### config.mk
export PLATFORM = sky130hd
export DESIGN_NAME = if_fetch_stage
export DESIGN_NICKNAME = d
export VERILOG_FILES = /design/src/rtl/if_fetch_stage.sv
export SDC_FILE = /design/constraint.sdc
export NUM_CORES = 1
export LEC_CHECK = 0
export CAP_MARGIN = 20
export CORE_UTILIZATION = 52
export CTS_BUF_LIST = sky130_fd_sc_hd__clkbuf_16
export DETAILED_ROUTE_END_ITERATION = 12
export HOLD_SLACK_MARGIN = 0.06
export PLACE_DENSITY = 0.81
export SETUP_SLACK_MARGIN = 0.2
export SLEW_MARGIN = 0
export SYNTH_ARGS = -nofsm -noshare
export SYNTH_HDL_FRONTEND = slang
export SYNTH_SLANG_ARGS = --single-unit
### constraint.sdc
create_clock -name clk -period 2.75 [get_ports clk]
set_input_delay 0.55 -clock clk [delete_from_list [all_inputs] [get_ports clk]]
set_output_delay 0.55 -clock clk [all_outputs]
set_load 0.05 [all_outputs]
### src/rtl/if_fetch_stage.sv
// if_fetch_stage: single-issue instruction fetch with a one-entry skid buffer.
// State is clocked on the falling edge of clk.
module if_fetch_stage #(
    parameter int PC_WIDTH = 32,
    parameter int DATA_WIDTH = 32,
    parameter logic [PC_WIDTH-1:0] RESET_PC = '0
) (
    input  logic                  clk,
    input  logic                  rst_n,
    input  logic                  I_stall,
    input  logic                  I_flush,
    input  logic [PC_WIDTH-1:0]   I_redirectPC,
    output logic                  O_imemReq,
    output logic [PC_WIDTH-1:0]   O_imemAddr,
    input  logic                  I_imemReady,
    input  logic [DATA_WIDTH-1:0] I_imemData,
    output logic [DATA_WIDTH-1:0] O_instr,
    output logic [PC_WIDTH-1:0]   O_pc,
    output logic [PC_WIDTH-1:0]   O_nextPC,
    output logic                  O_valid
);
    typedef enum logic {FETCH, HOLD} state_t;
    localparam logic [DATA_WIDTH-1:0] NOP = DATA_WIDTH'(32'h0000_0013);
    localparam logic [PC_WIDTH-1:0] FOUR = PC_WIDTH'(4);

    state_t state, stateNext;
    logic [PC_WIDTH-1:0] pc, pcNext, pcOutNext, nextPcNext, skidPc, skidPcNext;
    logic [DATA_WIDTH-1:0] instrNext, skidInstr, skidInstrNext;
    logic validNext;

    assign O_imemReq = rst_n && state == FETCH;
    assign O_imemAddr = pc;

    always_comb begin
        stateNext = state;
        pcNext = pc;
        instrNext = O_instr;
        pcOutNext = O_pc;
        nextPcNext = O_nextPC;
        validNext = O_valid;
        skidInstrNext = skidInstr;
        skidPcNext = skidPc;
        if (I_flush) begin
            stateNext = FETCH;
            pcNext = I_redirectPC & ~PC_WIDTH'(3);
            instrNext = NOP;
            validNext = 1'b0;
            skidInstrNext = '0;
            skidPcNext = '0;
        end else if (state == HOLD) begin
            if (!I_stall) begin
                stateNext = FETCH;
                instrNext = skidInstr;
                pcOutNext = skidPc;
                nextPcNext = skidPc + FOUR;
                validNext = 1'b1;
            end
        end else if (I_imemReady) begin
            pcNext = pc + FOUR;
            if (!I_stall || !O_valid) begin
                instrNext = I_imemData;
                pcOutNext = pc;
                nextPcNext = pc + FOUR;
                validNext = 1'b1;
            end else begin
                // decode is full: park the word so it is not lost
                stateNext = HOLD;
                skidInstrNext = I_imemData;
                skidPcNext = pc;
            end
        end else if (!I_stall) begin
            instrNext = NOP;
            validNext = 1'b0;
        end
    end

    always_ff @(negedge clk or negedge rst_n) begin
        if (!rst_n) begin
            state <= FETCH;
            pc <= RESET_PC;
            O_instr <= NOP;
            O_pc <= '0;
            O_nextPC <= '0;
            O_valid <= 1'b0;
            skidInstr <= '0;
            skidPc <= '0;
        end else begin
            state <= stateNext;
            pc <= pcNext;
            O_instr <= instrNext;
            O_pc <= pcOutNext;
            O_nextPC <= nextPcNext;
            O_valid <= validNext;
            skidInstr <= skidInstrNext;
            skidPc <= skidPcNext;
        end
    end
endmodule

==> flow_metrics.env, run 1 <==
export IMPL_status="did not finish"
export IMPL_lastStage="global routing (5_1_grt)"
export IMPL_firstError="[ERROR DPL-0038] Utilization greater than 100%, impossible to legalize"
export IMPL_synth_area_mux_share=0.0462
export IMPL_synth_edf_count=0
export IMPL_synth_cells=1121
export IMPL_syn_avg_cell_area_um2=8.73
export IMPL_die_y_um=139
export IMPL_numPortBuffers=194
export IMPL_synth_xor_area_share=0.0671
export IMPL_ios=199
export IMPL_cts_root_buf="clkbuf_16"
export IMPL_netlist_area_um2=9780
export IMPL_synth_top_area_frac=0.473
export IMPL_async_flop_share=1.00
export IMPL_cts_buffers=17
export IMPL_synth_compound_area_frac=0.135
export IMPL_grt_max_degree=60
export IMPL_endpoint_type="top-level output"
export IMPL_synthSimpleGateAreaFrac=0.219
export IMPL_yosysSeqAreaShare=0.481
export IMPL_ys_seq_elements=188
export IMPL_synth_most_common_cell="nand2_1"
export IMPL_clkSinkCount=188
export IMPL_place_inst=1548
export IMPL_synth_top_family_by_area="simple AND/OR/NAND/NOR gates"
export IMPL_synth_flop_cell="dfrtn_1"
export IMPL_synth_cell_types=50
export IMPL_rows=49
export IMPL_dp_hpwl_mm=22.8
export IMPL_clockBufferDepth=2
export IMPL_yosys_warnings=0
export IMPL_synth_fa_ha_area_frac=0.00256
export IMPL_yosys_top_cells_area="dfrtn_1, nand2_1, a21oi_1"
export IMPL_h_tree_depth=4
export IMPL_start_util=0.537
export IMPL_die_w_um=139
export IMPL_worst_endpoint="O_instr[4]"
export IMPL_place_ws_ns=-0.994
export IMPL_gp_congestion=0.938
export IMPL_synth_largest_area_cell="dfrtn_1"
export IMPL_synth_common_cells="nand2_1, dfrtn_1, a21oi_1"
[stage by stage]
step / TNS [ns] / instance area [µm²]
after floorplan: -44.57 / 10100
after global placement: -154.19 / 14000
after detailed placement: -160.77 / 14000
after CTS: -29.11 / 17500
[logic make-up after synthesis]
logic type / after synthesis
other: 1
flip-flops: 188
adder cells (fa/ha/maj): 2
AND/OR/NAND/NOR: 473
AO/OA/AOI/OAI: 227
XOR/XNOR: 75
multiplexers: 45
buffers and inverters: 110
[what timing repair did]
item | in CTS
endpoints found under the setup margin | 316
cloned | 25
setup buffers | 104
pin swaps | 135
resized for setup | 441
hold buffers | 0
==> run 2: changes to the inputs <==
==> config.mk (replaced) <==
export PLATFORM = sky130hd
export DESIGN_NAME = if_fetch_stage
export DESIGN_NICKNAME = d
export VERILOG_FILES = /design/src/rtl/if_fetch_stage.sv
export SDC_FILE = /design/constraint.sdc
export NUM_CORES = 1
export LEC_CHECK = 0
export CAP_MARGIN = 20
export CORE_UTILIZATION = 40
export DETAILED_ROUTE_END_ITERATION = 12
export PLACE_DENSITY_LB_ADDON = 0.15
export SLEW_MARGIN = 0
export SYNTH_ARGS = -nofsm -noshare
export SYNTH_HDL_FRONTEND = slang
export SYNTH_SLANG_ARGS = --single-unit
==> run 2 against run 1 <==
The flow now finishes, with violations (negative setup slack). Synthesized area is the same. Synthesized cell count stayed put.
==> flow_metrics.env, run 2 <==
export IMPL_p_clk_frac=0.280
export IMPL_clock_skew_ns=0.0661
export IMPL_finalMaxSlewViolations=0
export IMPL_tightestPinTransition_ns=0.811
export IMPL_vias=9423
export IMPL_final_net_count=1494
export IMPL_design_core_area_um2=23800
export IMPL_drc_errors=0
export IMPL_first_iter_violations=716
export IMPL_seqPwrFrac=0.365
export IMPL_antenna_found_initial=0
export IMPL_dieArea_um2=25100
export IMPL_nFillCells=1818
export IMPL_rows=56
export IMPL_placed_area_um2=14100
export IMPL_ios=199
export IMPL_async_flop_share=1.00
export IMPL_yosysSeqAreaShare=0.481
export IMPL_overflow=0
export IMPL_synth_fa_ha_area_frac=0.00256
export IMPL_relSlewSlack=0.459
export IMPL_whs_ns=0.470
export IMPL_final_common_cell="nand2_1"
export IMPL_dp_hpwl_mm=22.3
export IMPL_synth_edf_count=0
export IMPL_diodes=0
export IMPL_pwr_density_cell_nw_per_um2=592
export IMPL_numPortBuffers=194
export IMPL_synth_top_area_frac=0.473
export IMPL_violations="negative setup slack"
export IMPL_synth_cells=1121
export IMPL_cts_root_buf="clkbuf_16"
export IMPL_synth_top_family_by_area="simple AND/OR/NAND/NOR gates"
export IMPL_setup_viol=145
export IMPL_die_w_um=158
export IMPL_syn_avg_cell_area_um2=8.73
export IMPL_p_leak_nw=6.66
export IMPL_p_comb_frac=0.355
export IMPL_crit_fanout=4
export IMPL_fin_ws_ns=-0.342
export IMPL_p_int_mw=6.05
export IMPL_rsz0062_at_grt="true"
export IMPL_synth_most_common_cell="nand2_1"
export IMPL_wl_per_cell_um=18.5
export IMPL_cts_buffers=17
export IMPL_layout_common_cells="nand2_1, dfrtn_1, buf_4"
export IMPL_synthSimpleGateAreaFrac=0.219
export IMPL_cpPeakStageDelay_ns=0.48
export IMPL_start_util=0.412
export IMPL_arrival_ns=2.54
export IMPL_h_tree_depth=4
export IMPL_clockBufferDepth=2
export IMPL_status="complete, but fails checks"
export IMPL_drive_gt1_frac=0.290
export IMPL_hold_viol=0
export IMPL_final_cell_area_um2=15700
export IMPL_final_cells=1755
export IMPL_crit_top_cell="buf_12"
export IMPL_p_switching_mw=3.24
export IMPL_synth_compound_area_frac=0.135
export IMPL_crit_slowest_cell="dfrtn_1"
export IMPL_synth_common_cells="nand2_1, dfrtn_1, a21oi_1"
export IMPL_gp_congestion=0.914
export IMPL_worstSetupEndpointType="output pin"
export IMPL_crit_family="flip-flops"
export IMPL_grtUsageTotal=0.261
export IMPL_path_cells="buf_12 > buf_12"
export IMPL_yosys_warnings=0
export IMPL_wirelength_mm=32.4
export IMPL_ys_seq_elements=188
export IMPL_start_kind="flop"
export IMPL_synth_flop_cell="dfrtn_1"
export IMPL_firstDrtPassIters=5
export IMPL_p_sw_frac=0.349
export IMPL_top_regs="O_instr: 32 flops, skidInstr: 32 flops"
export IMPL_grt_pass1_wl_mm=50.1
export IMPL_clock_latency_ns=0.47
export IMPL_synth_cell_types=50
export IMPL_fin_util=0.660
export IMPL_yosys_top_cells_area="dfrtn_1, nand2_1, a21oi_1"
export IMPL_fin_tns_setup_ns=-28.12
export IMPL_cts_tree="done"
export IMPL_synth_xor_area_share=0.0671
export IMPL_crit_required_ns=2.20
export IMPL_total_power_mw=9.28
export IMPL_grt_pass1_vias=9156
export IMPL_hold_path_class="flop to flop"
export IMPL_critPathKind="flop to output pin"
export IMPL_grt_max_degree=75
export IMPL_drtAntennaViolNets=0
export IMPL_syn_to_final_growth_pct=60.3
export IMPL_ir_worst_vdd_mv=0.368
export IMPL_viasPerCell=5.37
export IMPL_crit_buf_inv=2
export IMPL_clkSinkCount=188
export IMPL_die_y_um=158
export IMPL_synth_largest_area_cell="dfrtn_1"
export IMPL_synth_area_mux_share=0.0462
export IMPL_max_cap_viol_count=0
export IMPL_hold_buffers=0
export IMPL_netlist_area_um2=9780
export IMPL_clk_pin_slew_worst_paths_ns=0.05
export IMPL_place_inst=1643
export IMPL_place_ws_ns=-0.926
## run 2: cell counts after synthesis
Identical to the previous run, type by type.
## run 2: worst reg2reg max path: cells and delay by family (launching register included)
| family | cells | cell delay [ns] |
|---|---|---|
| compound gates | 3 | 0.61 |
| buf+inv | 4 | 0.58 |
| flops | 1 | 0.49 |
| simple gates | 2 | 0.77 |
## run 2: final cells by class
cell class / count / area (µm²) / area share
Sequential cell: 188 / 4710 / 0.300
Clock inverter: 18 / 184 / 0.0117
Multi-Input combinational cell: 824 / 4900 / 0.312
Clock buffer: 17 / 425 / 0.0271
Inverter: 6 / 25.0 / 0.00160
Timing Repair Buffer: 383 / 5040 / 0.322
Tap cell: 319 / 399 / 0.0255
## run 2: logic make-up (layout without fill, tap and decap cells)
group	Yosys count	count (layout)
multiplexers	45	45
flip-flops	188	188
adder cells (fa/ha/maj)	2	2
buffers and inverters	110	424
AND/OR/NAND/NOR	473	473
XOR/XNOR	75	75
AO/OA/AOI/OAI	227	227
other	1	2
## run 2: repair_timing
action	4_1_cts	5_1_grt
setup endpoints to repair	315	212
pin swaps	12	17
setup buffers	44	26
gates cloned	4	5
resized for setup	45	49
## run 2: metal layers
layer,part of all wire,track usage,up-vias
li1,-,-,4440
met1,0.43,0.356,4578
met2,0.47,0.413,356
met3,0.078,0.0596,49
met4,0.023,0.0774,0
met5,0,0,-
## run 2: final timing paths
kind                       slack [ns]                       from  cells after the start                  endpoint
max                             -0.34        O_pc[1]$_DFFE_NN0P_                      2                   O_pc[1]
min                              0.47      skidPc[1]$_DFFE_NN0P_                      1       O_pc[1]$_DFFE_NN0P_
max reg2reg                      0.15  O_imemAddr[7]$_DFFE_NN0N_                      9  O_nextPC[21]$_DFFE_NN0P_
min reg2reg                      0.47      skidPc[1]$_DFFE_NN0P_                      1       O_pc[1]$_DFFE_NN0P_
max in group asynchronous        0.89                      rst_n                      2    skidPc[19]$_DFFE_NN0P_
min in group asynchronous        1.32                      rst_n                      1      O_pc[14]$_DFFE_NN0P_
## run 2: power groups by stage
stage          registers [mW]  logic, mW  clock network [mW]
3_5_place_dp             3.44       2.99             0.00907
3_3_place_gp             3.44       2.96             0.00907
2_1_floorplan            4.13      0.632             0.00907
5_1_grt                  3.42       3.46                2.74
6_report                 3.38       3.30                2.60
4_1_cts                  3.38       3.19                2.63
No activity file was read; power rests on OpenSTA's default activity.
==> run 3: changes to the inputs <==
==> constraint.sdc (replaced) <==
create_clock -name clk -period 3.9 [get_ports clk]
set_input_delay 0.78 -clock clk [delete_from_list [all_inputs] [get_ports clk]]
set_output_delay 0.78 -clock clk [all_outputs]
set_load 0.05 [all_outputs]
==> run 3 against run 2 <==
The flow still finishes with violations (negative setup slack). Final cell count is 5.4% lower. Routed wire length fell by 7.5%. Setup slack improved by 0.25 ns. Clock power shrank 31%. Via count fell by 5.1%. Power fell by 33%. Critical endpoint is now O_pc[0]. Largest cell class is now flip-flops and latches.
==> flow_metrics.env, run 3 (same netlist as run 2, synthesis figures left out) <==
export IMPL_start_kind="flop"
export IMPL_crit_slowest_cell="dfrtn_1"
export IMPL_tightestPinTransition_ns=0.962
export IMPL_crit_required_ns=3.12
export IMPL_rows=56
export IMPL_status="complete, but fails checks"
export IMPL_top_regs="O_instr: 32 flops, skidInstr: 32 flops"
export IMPL_grt_pass1_wl_mm=48.1
export IMPL_crit_buf_inv=1
export IMPL_grt_pass1_vias=8628
export IMPL_drc_errors=0
export IMPL_wirelength_mm=30.0
export IMPL_seqPwrFrac=0.383
export IMPL_firstDrtPassIters=7
export IMPL_clockBufferDepth=2
export IMPL_viasPerCell=5.39
export IMPL_max_cap_viol_count=0
export IMPL_finalMaxSlewViolations=0
export IMPL_path_cells="buf_12"
export IMPL_start_util=0.412
export IMPL_ir_worst_vdd_mv=0.310
export IMPL_relSlewSlack=0.353
export IMPL_numPortBuffers=194
export IMPL_die_y_um=158
export IMPL_syn_to_final_growth_pct=48.4
export IMPL_fin_ws_ns=-0.0904
export IMPL_hold_viol=0
export IMPL_critPathKind="flop to output pin"
export IMPL_placed_area_um2=13800
export IMPL_final_net_count=1399
export IMPL_final_cell_area_um2=14500
export IMPL_grtUsageTotal=0.252
export IMPL_drtAntennaViolNets=0
export IMPL_rsz0062_at_grt="true"
export IMPL_p_leak_nw=6.05
export IMPL_drive_gt1_frac=0.209
export IMPL_p_int_mw=4.05
export IMPL_crit_family="flip-flops"
export IMPL_setup_viol=4
export IMPL_p_switching_mw=2.21
export IMPL_clock_skew_ns=0.0550
export IMPL_clkSinkCount=188
export IMPL_design_core_area_um2=23800
export IMPL_final_common_cell="nand2_1"
export IMPL_first_iter_violations=757
export IMPL_vias=8946
export IMPL_arrival_ns=3.21
export IMPL_hold_path_class="flop to flop"
export IMPL_wl_per_cell_um=18.1
export IMPL_cts_tree="done"
export IMPL_violations="negative setup slack"
export IMPL_ff2ff_setup_slack_ns=1.12
export IMPL_p_clk_frac=0.286
export IMPL_die_w_um=158
export IMPL_clk_pin_slew_worst_paths_ns=0.05
export IMPL_p_sw_frac=0.353
export IMPL_ios=199
export IMPL_grt_max_degree=82
export IMPL_cts_root_buf="clkbuf_16"
export IMPL_place_ws_ns=-0.607
export IMPL_layout_common_cells="nand2_1, dfrtn_1, buf_12"
export IMPL_cpPeakStageDelay_ns=0.66
export IMPL_clock_latency_ns=0.46
export IMPL_total_power_mw=6.25
export IMPL_gp_congestion=0.948
export IMPL_h_tree_depth=4
export IMPL_worstSetupEndpointType="output pin"
export IMPL_dp_hpwl_mm=21.4
export IMPL_dieArea_um2=25100
export IMPL_crit_fanout=5
export IMPL_cts_buffers=17
export IMPL_pwr_density_cell_nw_per_um2=430
export IMPL_p_comb_frac=0.332
export IMPL_overflow=0
export IMPL_antenna_found_initial=2
[run 3: changes by cell type in the layout (fill, tap and decap cells not counted), moves of 5 or more]
cell	delta
nor3_2	-6
nand2_2	-5
o21ai_2	-8
nand2_1	+5
o21ai_1	-18
o21ai_0	+27
buf_6	-8
nor3_1	+8
buf_12	-7
o221ai_2	-5
buf_4	-75
o221ai_1	+5
[run 3: per-layer routing]
| layer | vias up | global-route usage | routed length [µm] |
|---|---|---|---|
| met5 | - | 0 | 13 |
| met4 | 2 | 0.0810 | 596 |
| met3 | 46 | 0.0659 | 2410 |
| met2 | 344 | 0.395 | 14300 |
| met1 | 4314 | 0.337 | 12700 |
| li1 | 4240 | - | - |
[run 3: stage by stage]
step / hold WS (ns) / cells / TNS (ns) / util
detailed placement: 0.469 / 1614 / -86.23 / 0.579
CTS: 0.471 / 1659 / -0.436 / 0.610
finish: 0.464 / 1661 / -0.360 / 0.611
global route: 0.502 / 1660 / -0.568 / 0.611
global placement: 0.461 / 1614 / -81.09 / 0.579
floorplan: 0.445 / 1122 / -0.380 / -
[run 3: repair_timing]
item	4_1_cts	5_1_grt
pin swaps	2	2
cloned	1	0
resized for setup	4	10
hold buffers	0	0
setup endpoints to repair	156	36
hold endpoints to repair	0	0
setup buffers	10	1
[run 3: layout make-up]
cell class / count / area (µm²)
repair buffers: 288 / 4120
flip-flops and latches: 188 / 4710
well taps: 319 / 399
diodes: 1 / 2.50
clock buffers: 17 / 425
fillers: 2009 / 9230
multi-input cells: 824 / 4660
clock inverters: 18 / 184
inverters: 6 / 22.5
[run 3: power by group through the flow]
stage                     Combinational (mW)  Clock, mW  Sequential, mW
final                                   2.07       1.79            2.39
after global routing                    2.18       1.90            2.42
after CTS                               2.08       1.82            2.40
after detailed placement                2.05    0.00640            2.44
after global placement                  2.03    0.00640            2.43
after floorplan                        0.419    0.00640            2.91
[run 3: worst paths after layout]
kind / from / endpoint / cells after the start
max: O_pc[1]$_DFFE_NN0P_ / O_pc[0] / 1
min: skidPc[1]$_DFFE_NN0P_ / O_pc[1]$_DFFE_NN0P_ / 1
max reg2reg: O_imemAddr[4]$_DFFE_NN0N_ / O_nextPC[29]$_DFFE_NN0P_ / 6
min reg2reg: skidPc[1]$_DFFE_NN0P_ / O_pc[1]$_DFFE_NN0P_ / 1
max in group asynchronous: rst_n / skidInstr[1]$_DFFE_NN0P_ / 2
min in group asynchronous: rst_n / O_pc[14]$_DFFE_NN0P_ / 1
